**src/rtl/sbapd.sv**
```systemverilog
// sbapd: SPI-loaded register file driving an independent ALU and a two-step MAC.
//
// Ports
//   spi_en     active-low frame enable (asynchronous to clk)
//   spi_clk    serial bit clock (asynchronous, period >= 8 clk)
//   spi_wdata  24-bit master word, MSB sent first
//   aluop_st   ALU start level, rising edge triggers one operation
//   macop_st   MAC start level, rising edge triggers one operation
//   rst        asynchronous active-low reset
//   clk        system clock
//   alu_out    ALU result, alu_done pulses when it updates
//   mac_out    33-bit MAC result, mac_done pulses when it updates
//   mac_busy   high while a MAC operation is in progress
//
// MAC state | meaning
// ----------+----------------------------------------------
// MAC_IDLE  | waiting for a macop_st edge
// MAC_ACC   | acc holds R4*R5, adding R6*R7 this cycle
// MAC_OUT   | acc complete, publishing to mac_out
module sbapd #(
    parameter int SYNC_STAGES = 2
) (
    input  logic        spi_en,
    input  logic        spi_clk,
    input  logic [23:0] spi_wdata,
    input  logic        aluop_st,
    input  logic        macop_st,
    input  logic        rst,
    input  logic        clk,
    output logic [15:0] alu_out,
    output logic        alu_done,
    output logic [32:0] mac_out,
    output logic        mac_busy,
    output logic        mac_done
);

    typedef enum logic [1:0] {MAC_IDLE, MAC_ACC, MAC_OUT} mac_state_t;

    logic [SYNC_STAGES-1:0] sclk_sync, sen_sync, alu_sync, mac_sync;
    logic                   sclk_prev, sen_prev, alu_prev, mac_prev;

    always_ff @(posedge clk or negedge rst) begin
        if (!rst) begin
            sclk_sync <= '0;
            sen_sync  <= '0;
            alu_sync  <= '0;
            mac_sync  <= '0;
            sclk_prev <= 1'b0;
            sen_prev  <= 1'b0;
            alu_prev  <= 1'b0;
            mac_prev  <= 1'b0;
        end else begin
            sclk_sync <= {sclk_sync[SYNC_STAGES-2:0], spi_clk};
            sen_sync  <= {sen_sync[SYNC_STAGES-2:0], spi_en};
            alu_sync  <= {alu_sync[SYNC_STAGES-2:0], aluop_st};
            mac_sync  <= {mac_sync[SYNC_STAGES-2:0], macop_st};
            sclk_prev <= sclk_sync[SYNC_STAGES-1];
            sen_prev  <= sen_sync[SYNC_STAGES-1];
            alu_prev  <= alu_sync[SYNC_STAGES-1];
            mac_prev  <= mac_sync[SYNC_STAGES-1];
        end
    end

    logic sen_s, sclk_rise, sen_fall, sen_rise, alu_start, mac_start;
    assign sen_s     = sen_sync[SYNC_STAGES-1];
    assign sclk_rise = sclk_sync[SYNC_STAGES-1] & ~sclk_prev;
    assign sen_fall  = ~sen_s & sen_prev;
    assign sen_rise  = sen_s & ~sen_prev;
    assign alu_start = alu_sync[SYNC_STAGES-1] & ~alu_prev;
    assign mac_start = mac_sync[SYNC_STAGES-1] & ~mac_prev;

    // Only the low 22 bits of the frame are ever used, so the top two bits
    // simply fall off the end of the shift register.
    logic [21:0] shreg;
    logic [4:0]  bit_cnt;
    logic        frame_act;
    logic        wr_en;
    logic [2:0]  wr_addr;
    logic [18:0] wr_data;
    logic [4:0]  bit_idx;

    assign wr_en   = frame_act && (bit_cnt == 5'd24);
    assign wr_addr = shreg[21:19];
    assign wr_data = shreg[18:0];
    assign bit_idx = 5'd23 - bit_cnt;

    // frame_act only sets on a seen falling edge of spi_en, so a frame that
    // was open across reset never resumes.
    always_ff @(posedge clk or negedge rst) begin
        if (!rst) begin
            shreg     <= '0;
            bit_cnt   <= '0;
            frame_act <= 1'b0;
        end else if (sen_fall) begin
            shreg     <= '0;
            bit_cnt   <= '0;
            frame_act <= 1'b1;
        end else if (wr_en || sen_rise) begin
            frame_act <= 1'b0;
        end else if (frame_act && !sen_s && sclk_rise && bit_cnt < 5'd24) begin
            shreg   <= {shreg[20:0], spi_wdata[bit_idx]};
            bit_cnt <= bit_cnt + 5'd1;
        end
    end

    logic [18:0] regs [8];
    logic [18:0] fwd  [8];

    always_ff @(posedge clk or negedge rst) begin
        if (!rst) begin
            for (int i = 0; i < 8; i++) regs[i] <= '0;
        end else if (wr_en) begin
            regs[wr_addr] <= wr_data;
        end
    end

    // Operand view with the pending write folded in, so a start in the
    // write cycle sees the new value.
    always_comb begin
        for (int i = 0; i < 8; i++) fwd[i] = regs[i];
        if (wr_en) fwd[wr_addr] = wr_data;
    end

    logic        alu_pend;
    logic [2:0]  alu_op;
    logic [15:0] alu_a, alu_b, alu_res;

    always_comb begin
        alu_res = '0;
        case (alu_op)
            3'b000:  alu_res = alu_a + alu_b;
            3'b001:  alu_res = alu_a - alu_b;
            3'b010:  alu_res = alu_a & alu_b;
            3'b011:  alu_res = alu_a | alu_b;
            3'b100:  alu_res = alu_a ^ alu_b;
            3'b101:  alu_res = ~alu_a;
            3'b110:  alu_res = alu_a << alu_b[3:0];
            default: alu_res = alu_a >> alu_b[3:0];
        endcase
    end

    always_ff @(posedge clk or negedge rst) begin
        if (!rst) begin
            alu_pend <= 1'b0;
            alu_op   <= '0;
            alu_a    <= '0;
            alu_b    <= '0;
            alu_out  <= '0;
            alu_done <= 1'b0;
        end else begin
            alu_pend <= alu_start;
            alu_done <= alu_pend;
            if (alu_start) begin
                alu_op <= fwd[0][18:16];
                alu_a  <= fwd[1][15:0];
                alu_b  <= fwd[2][15:0];
            end
            if (alu_pend) alu_out <= alu_res;
        end
    end

    mac_state_t  mac_state;
    logic [32:0] acc;
    logic [15:0] mac_c, mac_d;
    logic [31:0] prod_ab, prod_cd;

    assign prod_ab = {16'b0, fwd[4][15:0]} * {16'b0, fwd[5][15:0]};
    assign prod_cd = {16'b0, mac_c} * {16'b0, mac_d};

    always_ff @(posedge clk or negedge rst) begin
        if (!rst) begin
            mac_state <= MAC_IDLE;
            acc       <= '0;
            mac_c     <= '0;
            mac_d     <= '0;
            mac_out   <= '0;
            mac_busy  <= 1'b0;
            mac_done  <= 1'b0;
        end else begin
            mac_done <= 1'b0;
            case (mac_state)
                MAC_IDLE: begin
                    if (mac_start) begin
                        acc       <= {1'b0, prod_ab};
                        mac_c     <= fwd[6][15:0];
                        mac_d     <= fwd[7][15:0];
                        mac_busy  <= 1'b1;
                        mac_state <= MAC_ACC;
                    end
                end
                MAC_ACC: begin
                    acc       <= acc + {1'b0, prod_cd};
                    mac_state <= MAC_OUT;
                end
                default: begin
                    mac_out   <= acc;
                    mac_done  <= 1'b1;
                    mac_busy  <= 1'b0;
                    mac_state <= MAC_IDLE;
                end
            endcase
        end
    end

endmodule

```
**config.mk**
```make
export PLATFORM = sky130hd
export DESIGN_NAME = sbapd
export DESIGN_NICKNAME = d
export VERILOG_FILES = /design/src/rtl/sbapd.sv
export SDC_FILE = /design/constraint.sdc
export NUM_CORES = 2
export LEC_CHECK = 0
export ABC_AREA = 1
export CORE_UTILIZATION = 65
export DETAILED_ROUTE_END_ITERATION = 8
export PLACE_DENSITY_LB_ADDON = 0.15
export SLEW_MARGIN = 20
export SYNTH_ARGS = -nofsm -noshare
export SYNTH_HDL_FRONTEND = slang
export SYNTH_SLANG_ARGS = --single-unit
```
**constraint.sdc**
```tcl
create_clock -name clk -period 18.3 [get_ports clk]
set_input_delay 4.575 -clock clk [delete_from_list [all_inputs] [get_ports clk]]
set_output_delay 4.575 -clock clk [all_outputs]
set_load 0.02 [all_outputs]
```
Word level (Yosys, flattened, before mapping). Index checks and enable logic that the tools add are counted.

Register bits after elaboration: 347. Latch bits: 0. Memory bits (writable): 0. ROM bits: 0. Input port bits: 30. Output and inout bits: 52. Word-level logic and storage cells: 117. Memories kept: 0.

Add/sub/neg operators: 5. $mul: 2. Div/mod/pow operators: 0. Magnitude comparators: 4. Equality and inequality tests: 10. Shifts and indexed selects: 2. Multiplexer cells: 22. Bitwise logic cells: 16. Reduce and logical (&&, ||, !) cells: 17.

Operators with widths (number): bitwise mux 152 bit (1); 2-to-1 mux 152 bit (1); case mux 16 bit (7 select lines) (1); 2-to-1 mux 22 bit (3); case mux 33 bit (2 select lines) (1); multiplier 16 x 16 -> 32 bit (2); demux 19 bit (select 3 bit) (1); adder 33 x 32 -> 33 bit (1); 2-to-1 mux 33 bit (1); 2-to-1 mux 19 bit (1); adder 16 bit (1); AND 16 bit (1); NOT 16 bit (1); bitwise OR 16 bit (1); left shift 16 x 4 -> 16 bit (1); >> shifter 16 x 4 -> 16 bit (1); subtractor 16 bit (1); bitwise XOR 16 bit (1); 2-to-1 mux 5 bit (3); equality test 3 bit, second input constant (3); AND reduction 2 bit (4); equality test 3 x 2 -> 1 bit, second input constant (2); < comparator 5 x 6 -> 1 bit, second input constant (1); NOT 1 bit (6); other kinds (23) (38).

Depth between registers and ports, before layout.
Depth after elaboration: 10. Mapped depth: 39. Gate-level depth less buffers: 36.

Worst setup path after synthesis. No wires, ideal clock.

Path type: register to register. From: reg bit_cnt[0]. To: reg acc[13]. Library setup time: 0.123 ns. Arrival time: 6.385 ns. Data required time: 18.177 ns. Setup slack: 11.792 ns. Stages on the path, launching flop included: 32. Buffers on the path: 3. Clock period less this slack: 6.508 ns. Cells stage by stage: dfrtp_1 inv_1 clkbuf_1 ha_1 nand4_4 nor4_4 inv_2 buf_6 nand2_1 o21ai_2 inv_1 buf_2 nor2_1 fa_1 inv_1 fa_1 fa_1 fa_1 inv_1 fa_1 inv_1 fa_1 inv_1 ha_1 nand2_1 inv_1 a21oi_1 nand3_1 o21ai_0 a21oi_1 o21ai_0 nand2_1.

RTL lines: from (decl) (line 75) `logic [4:0] bit_cnt;`; from (signal assigned) (line 102) `bit_cnt <= bit_cnt + 5'd1;`; to (signal assigned) (line 184) `acc <= {1'b0, prod_ab};`; to (signal assigned) (line 192) `acc <= acc + {1'b0, prod_cd};`; to (decl) (line 163) `logic [32:0] acc;`.

Worst setup path after layout.
From: reg bit_cnt[0]. To: reg acc[30].

Cells in the longest elaborated chain, start to end: 6.

Ends and longest elaborated chain: equality test 5 bit (line 82) `assign wr_en = frame_act && (bit_cnt == 5'd24);`; logical AND 1 bit (line 82); 2-to-1 mux 152 bit; multiplier 16 x 16 -> 32 bit (line 167) `assign prod_ab = {16'b0, fwd[4][15:0]} * {16'b0, fwd[5][15:0]};`; 2-to-1 mux 33 bit (line 183) `if (mac_start) begin`; case mux 33 bit (2 select lines) (line 181) `case (mac_state)`.

No other way between the ends. The select of a mux whose other input is x is not followed. A chain may end at the register's enable or synchronous reset.

==> flow_summary_export.csv <==
group,metric,value,unit
placement,globalplace.congestion,1.005,
outcome,status,"finished, final reports clean",
synthesis,synth-edff-count,0,
setup_path,worst_ep_required_time,18.76,ns
sta,setup_tns,0,ns
sta,peak_freq,127.6,MHz
clocking,cts_num_sinks,294,
routing,routedWlPerCell,18.03,um
global_routing,globalRouteOverflowTotal,0,
routing,route.detailed.drc,0,
die,die_area,53000,sq um
sta,timing.final.ws_setup,10.46,ns
power,power.ir.vdd_worst,57.56,uV
routing,initialDrtViolationCount,2504,
die,die_width,230.2,um
synthesis,synth_warnings,0,
global_routing,grtUsageTotal,36.97,%
clocking,cts_tree,"done",
synthesis,summed_instance_area_of_the_synthesized_netlist,33850,sq um
power,power-per-cell-area,41.61,nW/um^2
routing,met3WireLength,8283,um
sta,rsz0062_at_grt,"false",
global_routing,antenna_found_initial,1,
setup_path,worst_setup_path_end_kind,"flip-flop",
setup_path,worst_r2r_path_depth,28,
sta,final_setup_violation_count,0,
setup_path,critical_path_class,"reg2reg",
synthesis,yosysSeqAreaShare,21.73,%
clocking,ctsLongestPathBuffers,3,
clocking,post_cts.repair.setup_buffers,0,
min_path,hold-path-cell-count,0,
min_path,timing.hold.worst.class,"reg2reg",
sta,drv_slew,0,
synthesis,synth.lib_cells_used.distinct,49,
synthesis,cell_type_contributing_the_most_total_cell_area_after_synthesis,"sky130_fd_sc_hd__fa_1",
clocking,cts.hold.buffers_added,0,
setup_path,most_frequent_cell_on_the_critical_path,"sky130_fd_sc_hd__nand2_1",
synthesis,mappedNetlistNets,5196,
clocking,cts.root.buffer_cell,"sky130_fd_sc_hd__clkbuf_16",
die,ios,82,
die,start_util,65.86,%
synthesis,avgSynthCellArea,7.548,sq um
setup_path,cp_slowest_cell,"sky130_fd_sc_hd__o21ai_1",
die,rows,83,
setup_path,crit_arrival,8.29,ns
routing,route.met2.wl,41260,um
power,total_leakage_power,19.59,nW
sta,finalClockSkew,0.03361,ns
setup_path,crit_family,"adder cells",
clocking,cts-buffers-inserted,34,
routing,m1WireLength,39680,um
synthesis,synth_area_leaders,"sky130_fd_sc_hd__fa_1, sky130_fd_sc_hd__dfrtp_1, sky130_fd_sc_hd__nand2_1, sky130_fd_sc_hd__inv_1, sky130_fd_sc_hd__ha_1",
routing,vias_per_cell,5.545,
placement,place_ws,10.55,ns
final_layout,final_net_count,5158,
synthesis,share_of_flip_flops_with_an_asynchronous_set_or_reset_after_synthesis,100.0,%
global_routing,grt_start_max_net_pins,104,
run,maxCapViolations,0,
routing,antenna_left,0,
setup_path,critical_path_s_largest_stage_delay,0.87,ns
routing,top_layer,"met4",
die,placeable_area,51410,sq um
sta,post-route-period-util,42.82,%
sta,report.final.hold_viol_count,0,
setup_path,path_depth,28,
setup_path,worst-path-max-fanout,32,
setup_path,critPathBufInv,5,
synthesis,yosys.area.top_type_share,24.89,%
clocking,post_cts.resized_instances,0,
clocking,clk_pin_slew_worst_paths,0.07,ns
global_routing,first_global_vias,28864,
sta,slew_headroom,32.72,%
clocking,clkLatencyLatePin,0.56,ns
routing,first_pass_iters,6,
final_layout,postLayoutCellArea,36040,sq um
global_routing,first_pass_grt_wire_length,152300,um
placement,io_buffers,81,
routing,detailroute.via_count,28558,
die,floorplan.die.height,230.2,um
final_layout,areaGrowthSynthToFinish,6.464,%
setup_path,cp-start-kind,"flip-flop",
final_layout,antenna_cells_inserted,0,
clocking,cts_max_level,2,
final_layout,final_layout_size_suffix_gt1_share,3.535,%
placement,dpl_cell_area,34900,sq um
synthesis,synth_top_flop_cell,"sky130_fd_sc_hd__dfrtp_1",
placement,hpwlAfterDp,73620,um
synthesis,synth_seq_cells,294,
sta,layout_min_cycle_time,7.835,ns
synthesis,synthesis.instances,4485,
sta,max_slew.worst_pin.slew,1.002,ns
routing,final_wirelength,92830,um
-- state kept, by name (all words and copies together) (netlist names), 3 cells and up --
signal   count
alu_a       16
alu_out     16
bit_cnt      5
mac_d       16
mac_c       16
alu_op       3
regs        99
acc         33
mac_out     33
alu_b       16
shreg       22
-- synthesized netlist by cell type, types with 3 or more instances --
library cell                instances
sky130_fd_sc_hd__o21ai_1           15
sky130_fd_sc_hd__ha_1             260
sky130_fd_sc_hd__nand2_1         1371
sky130_fd_sc_hd__buf_2             30
sky130_fd_sc_hd__xnor2_1            6
sky130_fd_sc_hd__nand4_1           20
sky130_fd_sc_hd__or2_2             27
sky130_fd_sc_hd__o21a_1            24
sky130_fd_sc_hd__a21o_1             3
sky130_fd_sc_hd__inv_1            939
sky130_fd_sc_hd__buf_6              8
sky130_fd_sc_hd__inv_2             15
sky130_fd_sc_hd__a31oi_1            9
sky130_fd_sc_hd__nor3_1            16
sky130_fd_sc_hd__clkbuf_1         121
sky130_fd_sc_hd__dfrtp_1          294
sky130_fd_sc_hd__a21oi_1          102
sky130_fd_sc_hd__o22ai_1           27
sky130_fd_sc_hd__nand3b_1          11
sky130_fd_sc_hd__xor2_1            24
sky130_fd_sc_hd__o21ai_2           25
sky130_fd_sc_hd__buf_1              6
sky130_fd_sc_hd__nand3_1          150
sky130_fd_sc_hd__a211oi_1           4
sky130_fd_sc_hd__o211ai_1          11
sky130_fd_sc_hd__nor2_1           289
sky130_fd_sc_hd__buf_4              5
sky130_fd_sc_hd__o21ai_0          205
sky130_fd_sc_hd__o221ai_1           5
sky130_fd_sc_hd__o21bai_1           7
sky130_fd_sc_hd__fa_1             421
sky130_fd_sc_hd__o2111ai_1          3
sky130_fd_sc_hd__and2_1            10
-- worst reg2reg max path: cells and delay by family, from the launching register on --
family | cells | cell delay [ns]
DFF | 1 | 0.52
adders and majority gates | 8 | 3.70
AOI/OAI and AO/OA | 1 | 0.88
buffers and inverters | 5 | 0.81
and+or+nand+nor | 14 | 1.84
-- layout by cell type (no fill, tap or decap), types with 3 or more instances in the layout --
cell	instances
sky130_fd_sc_hd__a211oi_1	4
sky130_fd_sc_hd__a21o_1	3
sky130_fd_sc_hd__a21oi_1	102
sky130_fd_sc_hd__a31oi_1	9
sky130_fd_sc_hd__and2_1	10
sky130_fd_sc_hd__buf_4	15
sky130_fd_sc_hd__clkbuf_16	35
sky130_fd_sc_hd__clkbuf_8	8
sky130_fd_sc_hd__clkdlybuf4s50_1	80
sky130_fd_sc_hd__clkinv_2	5
sky130_fd_sc_hd__clkinv_4	3
sky130_fd_sc_hd__dfrtp_1	294
sky130_fd_sc_hd__fa_1	421
sky130_fd_sc_hd__ha_1	260
sky130_fd_sc_hd__inv_1	938
sky130_fd_sc_hd__inv_2	16
sky130_fd_sc_hd__inv_6	4
sky130_fd_sc_hd__nand2_1	1371
sky130_fd_sc_hd__nand3_1	149
sky130_fd_sc_hd__nand3b_1	11
sky130_fd_sc_hd__nand4_1	20
sky130_fd_sc_hd__nor2_1	288
sky130_fd_sc_hd__nor3_1	15
sky130_fd_sc_hd__o2111ai_1	3
sky130_fd_sc_hd__o211ai_1	11
sky130_fd_sc_hd__o21a_1	24
sky130_fd_sc_hd__o21ai_0	205
sky130_fd_sc_hd__o21ai_1	14
sky130_fd_sc_hd__o21ai_2	26
sky130_fd_sc_hd__o21bai_1	7
sky130_fd_sc_hd__o221ai_1	5
sky130_fd_sc_hd__o22ai_1	27
sky130_fd_sc_hd__or2_2	27
sky130_fd_sc_hd__xnor2_1	6
sky130_fd_sc_hd__xor2_1	24
-- metrics by stage --
| step | power, mW | instances | util, % | hold WS (ns) |
|---|---|---|---|---|
| after floorplan | 0.7512 | 4485 | - | 0.3312 |
| after global placement | 0.8115 | 5091 | 67.89 | 0.3331 |
| after detailed placement | 0.8125 | 5091 | 67.89 | 0.3365 |
| after CTS | 1.509 | 5150 | 70.10 | 0.3501 |
| after global routing | 1.548 | 5150 | 70.12 | 0.3663 |
| final | 1.500 | 5150 | 70.12 | 0.3472 |
-- cell type report --
| cell class | count | area [sq um] |
|---|---|---|
| multi-input combinational | 3063 | 22170 |
| clock inverter | 15 | 143.9 |
| tap | 680 | 850.8 |
| clock buffer | 44 | 989.7 |
| sequential | 294 | 7357 |
| fill | 4326 | 15360 |
| inverter | 958 | 3601 |
| timing repair buffer | 96 | 928.4 |
-- worst paths after layout --
path	to	from	slack, ns
max in group asynchronous	mac_out[27]	rst	11.36
setup / recovery	acc[30]	bit_cnt[0]	10.46
hold reg to reg	alu_sync[1]	alu_sync[0]	0.35
setup reg to reg	acc[30]	bit_cnt[0]	10.46
hold / removal	alu_sync[1]	alu_sync[0]	0.35
min in group asynchronous	alu_out[6]	rst	4.01
-- power breakdown --
group | total (mW) | leakage [nW] | switching, mW | internal [mW]
clock network | 0.698 | 0.564 | 0.297 | 0.401
logic | 0.124 | 15.0 | 0.0808 | 0.0431
registers | 0.678 | 4.03 | 0.0132 | 0.665
-- per-layer routing --
metal  vias up  track usage [%]
met4         0            14.22
met3       192            5.828
met1     13769            52.80
met2      1247            56.92
met5         -                0
li1      13350                -
-- kinds of logic after synthesis --
logic type / count (synthesis) / share of synthesized area [%]
AO/OA/AOI/OAI: 446 / 7.550
XOR/XNOR: 30 / 0.7761
adder cells (fa/ha/maj): 681 / 34.50
buffers and inverters: 1128 / 12.86
flip-flops: 294 / 21.73
multiplexers: 2 / 0.05913
AND/OR/NAND/NOR: 1904 / 22.51
No activity file was read; power rests on OpenSTA's default activity.
